==> config.mk <==
export PLATFORM = sky130hd
export DESIGN_NAME = loss_comp_gain_ctrl
export DESIGN_NICKNAME = d
export VERILOG_FILES = /design/src/rtl/loss_comp_pkg.sv /design/src/rtl/loss_comp_beat_sum.sv /design/src/rtl/loss_comp_gain_ctrl.sv
export SDC_FILE = /design/constraint.sdc
export NUM_CORES = 1
export LEC_CHECK = 0
export BUFFER_PORTS_ARGS = -buffer_cell sky130_fd_sc_hd__buf_2
export CORE_UTILIZATION = 44
export CTS_CLUSTER_SIZE = 20
export DETAILED_ROUTE_END_ITERATION = 8
export PLACE_DENSITY = 0.67
export SLEW_MARGIN = 0
export SYNTH_ARGS = -nofsm -noshare
export SYNTH_HDL_FRONTEND = slang
export SYNTH_SLANG_ARGS = --single-unit
==> constraint.sdc <==
create_clock -name clk -period 8.9 [get_ports clk]
set_input_delay 1.78 -clock clk [delete_from_list [all_inputs] [get_ports clk]]
set_output_delay 1.78 -clock clk [all_outputs]
set_load 0.005 [all_outputs]
==> src/rtl/loss_comp_pkg.sv <==
// loss_comp_pkg: state encoding, timeout default and lane sizing helpers for the gain calibration loop
package loss_comp_pkg;
    typedef enum logic [2:0] {
        S_IDLE, S_SET, S_SETTLE, S_ACCUM, S_DECIDE, S_DONE, S_FAIL
    } state_e;
    localparam int TIMEOUT_CYCLES_DEFAULT = 1024;
    function automatic int lanes_f(input int data_w, input int word_w);
        return data_w / word_w;
    endfunction
    function automatic int log2_f(input int n);
        return (n > 1) ? $clog2(n) : 0;
    endfunction
endpackage

==> src/rtl/loss_comp_beat_sum.sv <==
// loss_comp_beat_sum: registered unsigned sum of all lanes of a beat, valid pipelined alongside
module loss_comp_beat_sum #(
    parameter int DATA_WIDTH = 256,
    parameter int WORD_WIDTH = 16,
    parameter int LANES      = 16,
    parameter int SUM_W      = 20
) (
    input  logic                  clk,
    input  logic                  rst_n,
    input  logic [DATA_WIDTH-1:0] in_data,
    input  logic                  in_valid,
    output logic [SUM_W-1:0]      sum,
    output logic                  sum_valid
);
    logic [SUM_W-1:0] sum_d, sum_q;
    logic             valid_d, valid_q;
    always_comb begin
        sum_d = '0;
        for (int i = 0; i < LANES; i++)
            sum_d = sum_d + SUM_W'(in_data[i*WORD_WIDTH +: WORD_WIDTH]);
        valid_d = in_valid;
    end
    always_ff @(posedge clk) begin
        if (!rst_n) begin
            sum_q   <= '0;
            valid_q <= 1'b0;
        end else begin
            sum_q   <= sum_d;
            valid_q <= valid_d;
        end
    end
    assign sum       = sum_q;
    assign sum_valid = valid_q;
endmodule

==> src/rtl/loss_comp_gain_ctrl.sv <==
// loss_comp_gain_ctrl: MSB-first binary search of compensator gain against a target mean level;
// define LOSS_COMP_TIMEOUT_EN to abort a measurement window that stalls without valid beats.
module loss_comp_gain_ctrl
    import loss_comp_pkg::*;
#(
    parameter int DATA_WIDTH    = 256,
    parameter int WORD_WIDTH    = 16,
    parameter int GAIN_BITS     = 8,
    parameter int ACC_LOG2      = 6,
    parameter int SETTLE_CYCLES = 4,
    parameter int GAIN_DEFAULT  = 1
`ifdef LOSS_COMP_TIMEOUT_EN
    ,
    parameter int TIMEOUT_CYCLES = TIMEOUT_CYCLES_DEFAULT
`endif
) (
    input  logic                  clk,
    input  logic                  rst_n,
    input  logic                  cal_start,
    input  logic [WORD_WIDTH-1:0] target_level,
    input  logic [DATA_WIDTH-1:0] adc_tdata,
    input  logic                  adc_tvalid,
    output logic [WORD_WIDTH-1:0] multiply,
    output logic                  cal_busy,
    output logic                  cal_done,
    output logic                  cal_fail,
    output logic                  cal_locked
);
    localparam int LANES      = lanes_f(DATA_WIDTH, WORD_WIDTH);
    localparam int LOG2_LANES = log2_f(LANES);
    localparam int SUM_W      = WORD_WIDTH + LOG2_LANES;
    localparam int ACC_W      = SUM_W + ACC_LOG2;
    localparam int SET_W      = $clog2(SETTLE_CYCLES + 1);
    localparam int IDX_W      = $clog2(GAIN_BITS + 1);
    localparam logic [WORD_WIDTH-1:0] GAIN_RST = WORD_WIDTH'(GAIN_DEFAULT);
`ifdef LOSS_COMP_TIMEOUT_EN
    localparam int TO_W = $clog2(TIMEOUT_CYCLES + 1);
    logic [TO_W-1:0] stall_q, stall_d;
`endif
    state_e                state_q, state_d;
    logic [GAIN_BITS-1:0]  trial_q, trial_d, trial_new, bit_mask;
    logic [IDX_W-1:0]      idx_q, idx_d;
    logic [WORD_WIDTH-1:0] target_q, target_d, locked_q, locked_d, multiply_q, multiply_d, mean;
    logic                  cal_locked_q, cal_locked_d;
    logic [SET_W-1:0]      settle_q, settle_d;
    logic [ACC_LOG2-1:0]   beats_q, beats_d;
    logic [ACC_W-1:0]      acc_q, acc_d;
    logic [SUM_W-1:0]      beat_sum;
    logic                  beat_valid;

    loss_comp_beat_sum #(
        .DATA_WIDTH(DATA_WIDTH), .WORD_WIDTH(WORD_WIDTH), .LANES(LANES), .SUM_W(SUM_W)
    ) u_sum (
        .clk(clk), .rst_n(rst_n), .in_data(adc_tdata), .in_valid(adc_tvalid),
        .sum(beat_sum), .sum_valid(beat_valid)
    );

    // The top WORD_WIDTH bits of the window total are the mean lane value.
    assign mean      = acc_q[ACC_W-1 -: WORD_WIDTH];
    assign bit_mask  = GAIN_BITS'(1) << idx_q;
    assign trial_new = (mean <= target_q) ? trial_q : (trial_q & ~bit_mask);

    always_comb begin
        state_d      = state_q;
        trial_d      = trial_q;
        idx_d        = idx_q;
        target_d     = target_q;
        locked_d     = locked_q;
        multiply_d   = multiply_q;
        cal_locked_d = cal_locked_q;
        settle_d     = settle_q;
        beats_d      = beats_q;
        acc_d        = acc_q;
`ifdef LOSS_COMP_TIMEOUT_EN
        stall_d      = stall_q;
`endif
        case (state_q)
            S_IDLE: if (cal_start) begin
                state_d      = S_SET;
                target_d     = target_level;
                trial_d      = '0;
                idx_d        = IDX_W'(GAIN_BITS - 1);
                cal_locked_d = 1'b0;
            end
            S_SET: begin
                trial_d    = trial_q | bit_mask;
                multiply_d = WORD_WIDTH'(trial_q | bit_mask);
                settle_d   = '0;
                state_d    = S_SETTLE;
            end
            S_SETTLE: begin
                settle_d = settle_q + SET_W'(1);
                if (settle_q == SET_W'(SETTLE_CYCLES - 1)) begin
                    acc_d   = '0;
                    beats_d = '0;
`ifdef LOSS_COMP_TIMEOUT_EN
                    stall_d = '0;
`endif
                    state_d = S_ACCUM;
                end
            end
            S_ACCUM: begin
                if (beat_valid) begin
                    acc_d   = acc_q + ACC_W'(beat_sum);
                    beats_d = beats_q + ACC_LOG2'(1);
                    state_d = (&beats_q) ? S_DECIDE : S_ACCUM;
                end
`ifdef LOSS_COMP_TIMEOUT_EN
                stall_d = beat_valid ? '0 : stall_q + TO_W'(1);
                if (!beat_valid && stall_q == TO_W'(TIMEOUT_CYCLES - 1)) begin
                    state_d    = S_FAIL;
                    multiply_d = locked_q;
                end
`endif
            end
            S_DECIDE: begin
                trial_d = trial_new;
                if (idx_q != '0) begin
                    idx_d   = idx_q - IDX_W'(1);
                    state_d = S_SET;
                end else if ((&trial_new) && mean < target_q) begin
                    // Even the largest gain cannot reach target: keep the old lock.
                    state_d    = S_FAIL;
                    multiply_d = locked_q;
                end else begin
                    state_d      = S_DONE;
                    locked_d     = WORD_WIDTH'(trial_new);
                    multiply_d   = WORD_WIDTH'(trial_new);
                    cal_locked_d = 1'b1;
                end
            end
            default: state_d = S_IDLE;
        endcase
    end

    always_ff @(posedge clk) begin
        if (!rst_n) begin
            state_q      <= S_IDLE;
            trial_q      <= '0;
            idx_q        <= '0;
            target_q     <= '0;
            locked_q     <= GAIN_RST;
            multiply_q   <= GAIN_RST;
            cal_locked_q <= 1'b0;
            settle_q     <= '0;
            beats_q      <= '0;
            acc_q        <= '0;
`ifdef LOSS_COMP_TIMEOUT_EN
            stall_q      <= '0;
`endif
        end else begin
            state_q      <= state_d;
            trial_q      <= trial_d;
            idx_q        <= idx_d;
            target_q     <= target_d;
            locked_q     <= locked_d;
            multiply_q   <= multiply_d;
            cal_locked_q <= cal_locked_d;
            settle_q     <= settle_d;
            beats_q      <= beats_d;
            acc_q        <= acc_d;
`ifdef LOSS_COMP_TIMEOUT_EN
            stall_q      <= stall_d;
`endif
        end
    end

    assign multiply   = multiply_q;
    assign cal_busy   = state_q inside {S_SET, S_SETTLE, S_ACCUM, S_DECIDE};
    assign cal_done   = state_q == S_DONE;
    assign cal_fail   = state_q == S_FAIL;
    assign cal_locked = cal_locked_q;
endmodule

# --- Yosys cells after proc, flatten, opt, wreduce, memory -nomap -nowiden ---
# Cells that the tools add are included.
classes:
  add_sub_neg: 19
  n_lt_le_gt_ge: 2
  eq_ne: 13
  shifts: 1
  muxes: 27
  bitwise: 5
  n_reduce_logical: 19
op_table:
  columns: ["op", "n"]
  rows:
  - ["adder 20 x 16 -> 20 bit", 14]
  - ["two-way mux 26 bit", 2]
  - ["case mux 26 bit (2 select lines)", 1]
  - ["two-way mux 16 bit", 2]
  - ["case mux 16 bit (2 select lines)", 1]
  - ["adder 26 x 20 -> 26 bit", 1]
  - ["case mux 8 bit (3 select lines)", 1]
  - ["adder 16 x 16 -> 17 bit", 1]
  - ["<= comparator 16 bit", 1]
  - ["< comparator 16 bit", 1]
  - ["two-way mux 8 bit", 2]
  - ["OR 8 bit", 2]
  - ["two-way mux 3 bit", 5]
  - ["case mux 3 bit (5 select lines)", 1]
  - ["two-way mux 6 bit", 2]
  - ["case mux 6 bit (2 select lines)", 1]
  - ["!= test 2 bit, second input constant", 5]
  - ["equality test 3 x 2 -> 1 bit, second input constant", 3]
  - ["equality test 3 bit, second input constant", 3]
  - ["AND reduction 3 bit", 3]
  - ["AND 8 bit", 1]
  - ["two-way mux 4 bit", 2]
  - ["inverter 8 bit", 1]
  - ["case mux 4 bit (2 select lines)", 1]
  - ["20 further kinds", 29]
word_totals:
  regBits: 120
  in_bits: 276
  output_inout_bits: 20
  elab_cells: 98

# --- Logic depth before layout (Yosys ltp) ---
# Gate-level depths: netlist of run 1.
logic_depth:
  ltp_word: 15
  ltp_mapped: 28
  ltp_nobuf: 27

# --- By module ---
# Synthesis of run 1 repeated with hierarchy kept, for this count alone.
unflattened:
  cells_unflattened: 1477
  hier_area_um2: 13071.3
by_module_without_submodules:
  columns: ["module", "n_inst", "cells_each", "area_each_um2", "seq_area_each_um2"]
  rows:
  - ["loss_comp_beat_sum", 1, 770, 7344.5, 420.4]
  - ["loss_comp_gain_ctrl", 1, 707, 5726.7, 1981.9]

# --- Worst setup path before layout of run 1 ---
# OpenSTA, ideal clock, no wires.
synth_path:
  path_kind: "input to register"
  from: "input port adc_tdata[0]"
  to: "register u_sum.sum_q[16] (netlist: u_sum.sum[16])"
  t_arrival_ns: 8.222
  required_time_ns: 8.784
  path_slack_ns: 0.563
  path_stages: 27
  path_buffers: 0
  path_cell_list: "ha_1 > inv_1 > fa_1 > nor2b_1 > o2111ai_1 > a21boi_1 > o221a_2 > nor4_1 > nor3_1 > xor2_1 > fa_1 > inv_1 > fa_1 > fa_1 > fa_1 > inv_1 > fa_1 > inv_1 > fa_1 > inv_1 > ha_1 > a21o_1 > a21o_1 > and2_1 > o31a_1 > or3_1 > and3_1"
synth_between:
  elab_chain_cells: 15
synth_lines:
  columns: ["element", "line_no", "rtl"]
  rows:
  - ["from (decl)", "loss_comp_gain_ctrl.sv:21", "input logic [DATA_WIDTH-1:0] adc_tdata,"]
  - ["adder 16 x 16 -> 17 bit", "loss_comp_beat_sum.sv:20", "sum_d = sum_d + SUM_W'(in_data[i*WORD_WIDTH +: WORD_WIDTH]);"]
  - ["adder 20 x 16 -> 20 bit (14 in a row)", "loss_comp_beat_sum.sv:20", null]
  - ["to (signal assigned)", "loss_comp_beat_sum.sv:28", "sum_q <= sum_d;"]
  - ["to (decl)", "loss_comp_beat_sum.sv:15", "logic [SUM_W-1:0] sum_d, sum_q;"]
# Every way passes these cells.
# A chain may end at the register's enable or synchronous reset.

# --- Worst setup path after layout of run 1 ---
# Ends and elaborated chain as after synthesis.

==> results of run 1 <==
final cells by class:
cell class | instances | share of cell area [%]
clock buffers | 23 | 3.24
clock inverters | 9 | 0.797
repair buffers | 298 | 9.94
diodes | 1 | 0.0166
well taps | 378 | 3.14
multi-input cells | 917 | 59.6
flip-flops and latches | 120 | 15.9
inverters | 296 | 7.37
metrics by stage:
step / area [µm²] / cells
floorplan: 12600 / 1363
global placement: 14500 / 2009
detailed placement: 14500 / 2009
CTS: 15100 / 2041
global route: 15100 / 2042
finish: 15100 / 2042
cell families (layout without fill, tap and decap cells):
group                    after synthesis  count (layout)  share of synthesized area [%]
AND/OR/NAND/NOR                      316             316                           12.2
other                                  0               1                              0
buffers and inverters                326             626                           9.75
AO/OA/AOI/OAI                        259             259                           14.0
adder cells (fa/ha/maj)              295             295                           41.6
flip-flops                           120             120                           19.1
XOR/XNOR                              41              41                           2.85
multiplexers                           6               6                          0.486
worst min-delay path, stage by stage (launching register included):
cell and delay (ns):
dfxtp_1 0.30, nand3_1 0.06, nand2_1 0.05
flip-flops by register name (all words and copies together), names as in the netlist:
signal	cells
acc_q	26
beats_q	6
cal_locked	1
idx_q	4
locked_q	16
multiply	16
settle_q	3
state_q	3
target_q	16
trial_q	8
u_sum.sum	20
u_sum.sum_valid	1
per-layer routing:
metal	wire [µm]	vias up
li1	-	4967
met1	12200	4836
met2	14200	261
met3	1120	38
met4	486	0
met5	0	-
final timing paths:
path / start / endpoint / slack [ns]
worst max register to register: acc_q[0] / acc_q[24] / 5.92
worst min register to register: multiply[6] / multiply[6] / 0.45
worst max-delay path: adc_tdata[0] / u_sum.sum[16] / 0.40
worst min-delay path: multiply[6] / multiply[6] / 0.45
timing repair:
item | in CTS | in global routing
resized for setup | 0 | 1
endpoints found under the setup margin | 0 | 4
endpoints found under the hold margin | 0 | 0
hold buffers | 0 | 0
layout by cell type, fill, tap and decap left out, types with 7 or more instances in the layout:
| cell type | count |
|---|---|
| and3_1 | 16 |
| nand4_1 | 10 |
| a21boi_0 | 25 |
| o31ai_1 | 7 |
| ha_1 | 88 |
| xor2_1 | 21 |
| a21oi_1 | 52 |
| and2_1 | 21 |
| clkbuf_16 | 17 |
| dfxtp_1 | 120 |
| nor2b_1 | 28 |
| a21o_1 | 16 |
| nand3_1 | 29 |
| a211oi_1 | 7 |
| buf_2 | 295 |
| inv_1 | 296 |
| nor2_1 | 53 |
| fa_1 | 207 |
| nand2b_1 | 14 |
| nand2_1 | 105 |
| a22oi_1 | 13 |
| a31oi_1 | 14 |
| o21a_1 | 10 |
| o21ai_0 | 50 |
| nor3_1 | 17 |
| xnor2_1 | 20 |
==> results.toml, run 1 <==
[critical_path]
path_buf_inv = 6
crit_cells = 27
worstPathArrival_ns = 8.81
r2r_cells = 9
cpPeakStageDelay_ns = 0.54
worst_path_most_repeated_cell = "fa_1"
worstPathRequired_ns = 9.21
worstSetupEndpointType = "register"
critPathKind = "in -> reg"
start_kind = "input port"
cp_max_fo = 6
critPathTopFamily = "adder cells"
cp_slowest_cell = "fa_1"

[placement]
post-dp-hpwl_mm = 23.8
port_buffers = 295
preCtsSetupSlack_ns = -0.0558
gp_congestion = 0.872

[yosys]
synth-edff-count = 0
syn-num-nets = 1934
ys_warn_count = 0
yosysUniqueCellTypes = 69
synth_common_cells = "296 x inv_1, 207 x fa_1, 120 x dfxtp_1, 105 x nand2_1, 88 x ha_1"
synth.area.top_cells = "fa_1 33%, dfxtp_1 19%, inv_1 8.8%, ha_1 8.7%, nand2_1 3.1%"
async_flop_share_pct = 0
syn_area_per_cell_um2 = 9.25
syn_area_mm2 = 0.0126
synth_ff_type = "dfxtp_1"
syn_inst = 1363
synth_most_common_cell = "inv_1"
yosysSeqAreaShare_pct = 19.1
yosys.area.top_type = "fa_1"
synth_top_area_share_pct = 32.9
synth_seq_cells = 120

[routing]
wl_per_cell_um = 13.7
viasPerCell = 4.95
vias = 10100
drc = 0
drt_iter0_drc = 425
ant_nets = 0
dr.pass1.iters = 5
drt-total-wl_mm = 28.0

[sta]
fin_hold_ws_ns = 0.449
final.min_clock_period_ns = 8.50
worstMarginPinSlew_ns = 0.940
max_slew_margin_pct = 37.2
clock_skew_ns = 0.00938
setup_viol = 0
slew_violations = 0
fmax_mhz = 118
layout_setup_ws_ns = 0.399
setup_tns_ns = 0
fin_crit_sh_pct = 95.5
final_hold_viol_count = 0

[clock_tree]
cts_root_buf = "clkbuf_16"
cts_buffers = 17
cts_tree = "yes"
cts_buffer_depth = 2
clkSinkCount = 120
clk_pin_slew_worst_paths_ns = 0.05
post-cts-setup-buffer-count = 0
cts.htree.levels = 4
clk_latency_ns = 0.42

[global_routing]
antenna_found_initial = 1
grt_use_total_pct = 19.5
busiest_layer = "met2"
grt_overflow = 0
grt_use_met2_pct = 33.1
grt_pass1_vias = 9925
grt_max_degree = 104
grtUsageMet3_pct = 2.60
grt_pass1_wl_mm = 45.4
use_met1_pct = 25.9

[outcome]
outcome = "complete, no violations"

[min_path]
min_path_cells = 2
hold_path.class = "reg -> reg"

[finish]
drive_gt1_share_pct = 21.2
final_util_pct = 53.8
layout.nets = 2221
multi_input_area_mm2 = 0.00898
area_delta_synth_final_pct = 19.6
fillCellCount = 2599
regArea_mm2 = 0.00240

[floorplan]
die_area_mm2 = 0.0293
start_util_pct = 45.0
die_h_um = 171
die_width_um = 171
fp-row-count = 61
pin_count = 296
core_mm2 = 0.0280

[job]
drv_cap = 0
Power of run 1 is left out: the tool's default activity adds up to more than one toggle a clock period on the data nets, which glitch-free logic cannot reach.
==> inputs of run 2 (changes only) <==
ABC_AREA = 1   (was default)
RECOVER_POWER = 100   (was default)
==> run 2 against run 1 <==
Effect of this change:
- non-clock buffer count increased by 6
- synthesized area barely moved
- largest cell class unchanged
- synthesized cell count increased by 12%
- flip-flop and latch count unchanged
- the run now ends with capacitance limit, slew limit left
- maximum frequency is 1.8% higher
- cell area decreased by 0.17%
- setup slack improved by 0.15 ns
- core utilization fell by 0.094 points
- hold slack worse by 0.018 ns
- cell count increased by 8.5%
==> results.toml, run 2 <==
[global_routing]
grt_use_met2_pct = 37.4
grt_pass1_wl_mm = 49.0
use_met1_pct = 26.1
grt_max_degree = 61
grtUsageMet3_pct = 4.00
grt_use_total_pct = 21.0
antenna_found_initial = 5
grt_overflow = 0
busiest_layer = "met2"
grt_pass1_vias = 10700

[sta]
fin_hold_ws_ns = 0.431
slew_violations = 51
final_hold_viol_count = 0
setup_tns_ns = 0
fmax_mhz = 120
clock_skew_ns = 0.00799
fin_crit_sh_pct = 93.8
final.min_clock_period_ns = 8.35
setup_viol = 0
worstMarginPinSlew_ns = 2.58
rsz0062_at_grt = "no"
max_slew_margin_pct = -72.0

[routing]
vias = 10600
drt_iter0_drc = 480
dr.pass1.iters = 5
viasPerCell = 4.79
drc = 0
drt-total-wl_mm = 29.1
ant_nets = 0
wl_per_cell_um = 13.2

[yosys]
synth_most_common_cell = "inv_1"
syn_area_per_cell_um2 = 8.29
yosys.area.top_type = "fa_1"
synth_ff_type = "dfxtp_1"
ys_warn_count = 0
synth_top_area_share_pct = 32.9
yosysUniqueCellTypes = 46
syn-num-nets = 2093
synth_common_cells = "369 x inv_1, 212 x nand2_1, 207 x fa_1, 160 x a21oi_1, 120 x dfxtp_1"
async_flop_share_pct = 0
synth.area.top_cells = "fa_1 33%, dfxtp_1 19%, inv_1 11%, ha_1 8.7%, a21oi_1 6.3%"
syn_area_mm2 = 0.0126
synth-edff-count = 0
yosysSeqAreaShare_pct = 19.0
synth_seq_cells = 120
syn_inst = 1522

[critical_path]
cp_max_fo = 5
cpPeakStageDelay_ns = 0.55
cp_slowest_cell = "fa_1"
critPathKind = "in -> reg"
worstSetupEndpointType = "register"
worstPathArrival_ns = 8.69
start_kind = "input port"
r2r_start = "state_q[1]"
r2r_cells = 11
rr_endpoint = "multiply[14]"
r2r_slack_ns = 4.47
worst_path_most_repeated_cell = "fa_1"
worstPathRequired_ns = 9.24

[finish]
final_util_pct = 53.7
mostFrequentLayoutCell = "inv_1"
final_cell_mix = "371 x inv_1, 277 x buf_2, 214 x nand2_1"
largest_register_ffs = 26
largest_register = "acc_q"
area_delta_synth_final_pct = 19.3
layout.nets = 2391
drive_gt1_share_pct = 18.3

[clock_tree]
clkSinkCount = 120
cts_buffers = 17
cts.htree.levels = 4
cts_buffer_depth = 2
cts_root_buf = "clkbuf_16"
clk_latency_ns = 0.42
cts_tree = "yes"
hold_buffers = 0
clk_pin_slew_worst_paths_ns = 0.05

[placement]
post-dp-hpwl_mm = 24.8
gp_congestion = 0.878
port_buffers = 295

[floorplan]
pin_count = 296
start_util_pct = 45.0
die_area_mm2 = 0.0293
core_mm2 = 0.0280
fp-row-count = 61
die_h_um = 171
die_width_um = 171

[min_path]
holdPathEnd = "locked_q[13]"
min_path_cells = 2
hold_path.class = "reg -> reg"
min_from = "locked_q[13]"

[job]
drv_cap = 1

[outcome]
violations = "capacitance limit, slew limit"
outcome = "finished with violations"
## run 2: cell types whose count changed after synthesis, sizes merged, moves of 17 or more
cell	before	now
inv	296	376
nand2	105	220
a21oi	55	161
o21ai	55	96
nor2b	28	0
nor2	54	71
and2	21	0
a21boi	26	5
nand3	29	60
## run 2: critical path: cells and delay by family
kind / cells / cell delay, ns
and+or+nand+nor: 6 / 0.75
buffers and inverters: 6 / 0.38
xor gates and xnor gates: 1 / 0.20
adders and majority gates: 9 / 3.88
AOI/OAI and AO/OA: 9 / 1.70
## run 2: cells by family after synthesis
group	after synthesis	synth area share [%]
xor gates and xnor gates	15	1.04
adders and majority gates	295	41.6
DFF	120	19.0
buffers and inverters	402	12.0
AOI/OAI and AO/OA	303	12.8
and+or+nand+nor	387	13.5
## run 2: worst max path at each step
stage,cells after the start,slack [ns],to,start
detailed placement,32,0.03,u_sum.sum[19],adc_tdata[3]
CTS,32,0.44,u_sum.sum[19],adc_tdata[3]
floorplan,30,0.80,u_sum.sum[19],adc_tdata[0]
global placement,32,0.16,u_sum.sum[19],adc_tdata[3]
global route,32,0.05,u_sum.sum[19],adc_tdata[3]
finish,31,0.55,u_sum.sum[19],adc_tdata[0]
## run 2: per-stage QoR
stage | std cells | area [µm²] | setup WS [ns]
6_report | 2215 | 15100 | 0.548
5_1_grt | 2215 | 15100 | 0.0522
4_1_cts | 2211 | 15100 | 0.443
3_5_place_dp | 2179 | 14500 | 0.0317
3_3_place_gp | 2179 | 14500 | 0.160
2_1_floorplan | 1522 | 12600 | 0.800
## run 2: what timing repair did
item | CTS | global route
endpoints found under the hold margin | 0 | 0
resized for setup | 0 | 1
setup endpoints to repair | 0 | 1
setup buffers | 0 | 0
## run 2: final cells by class
cell class / count / area (µm²)
inverters: 377 / 1420
fillers: 2687 / 13000
repair buffers: 304 / 1510
flip-flops and latches: 120 / 2400
multi-input cells: 1000 / 8680
clock buffers: 22 / 464
clock inverters: 10 / 96.3
well taps: 378 / 473
diodes: 4 / 10.0
## run 2: layer usage
metal	share of wire, %	vias up
met3	4.5	40
li1	-	5334
met1	44	4979
met2	50	261
met5	0.027	-
met4	1.7	2
Power of run 2 is left out for the same reason.
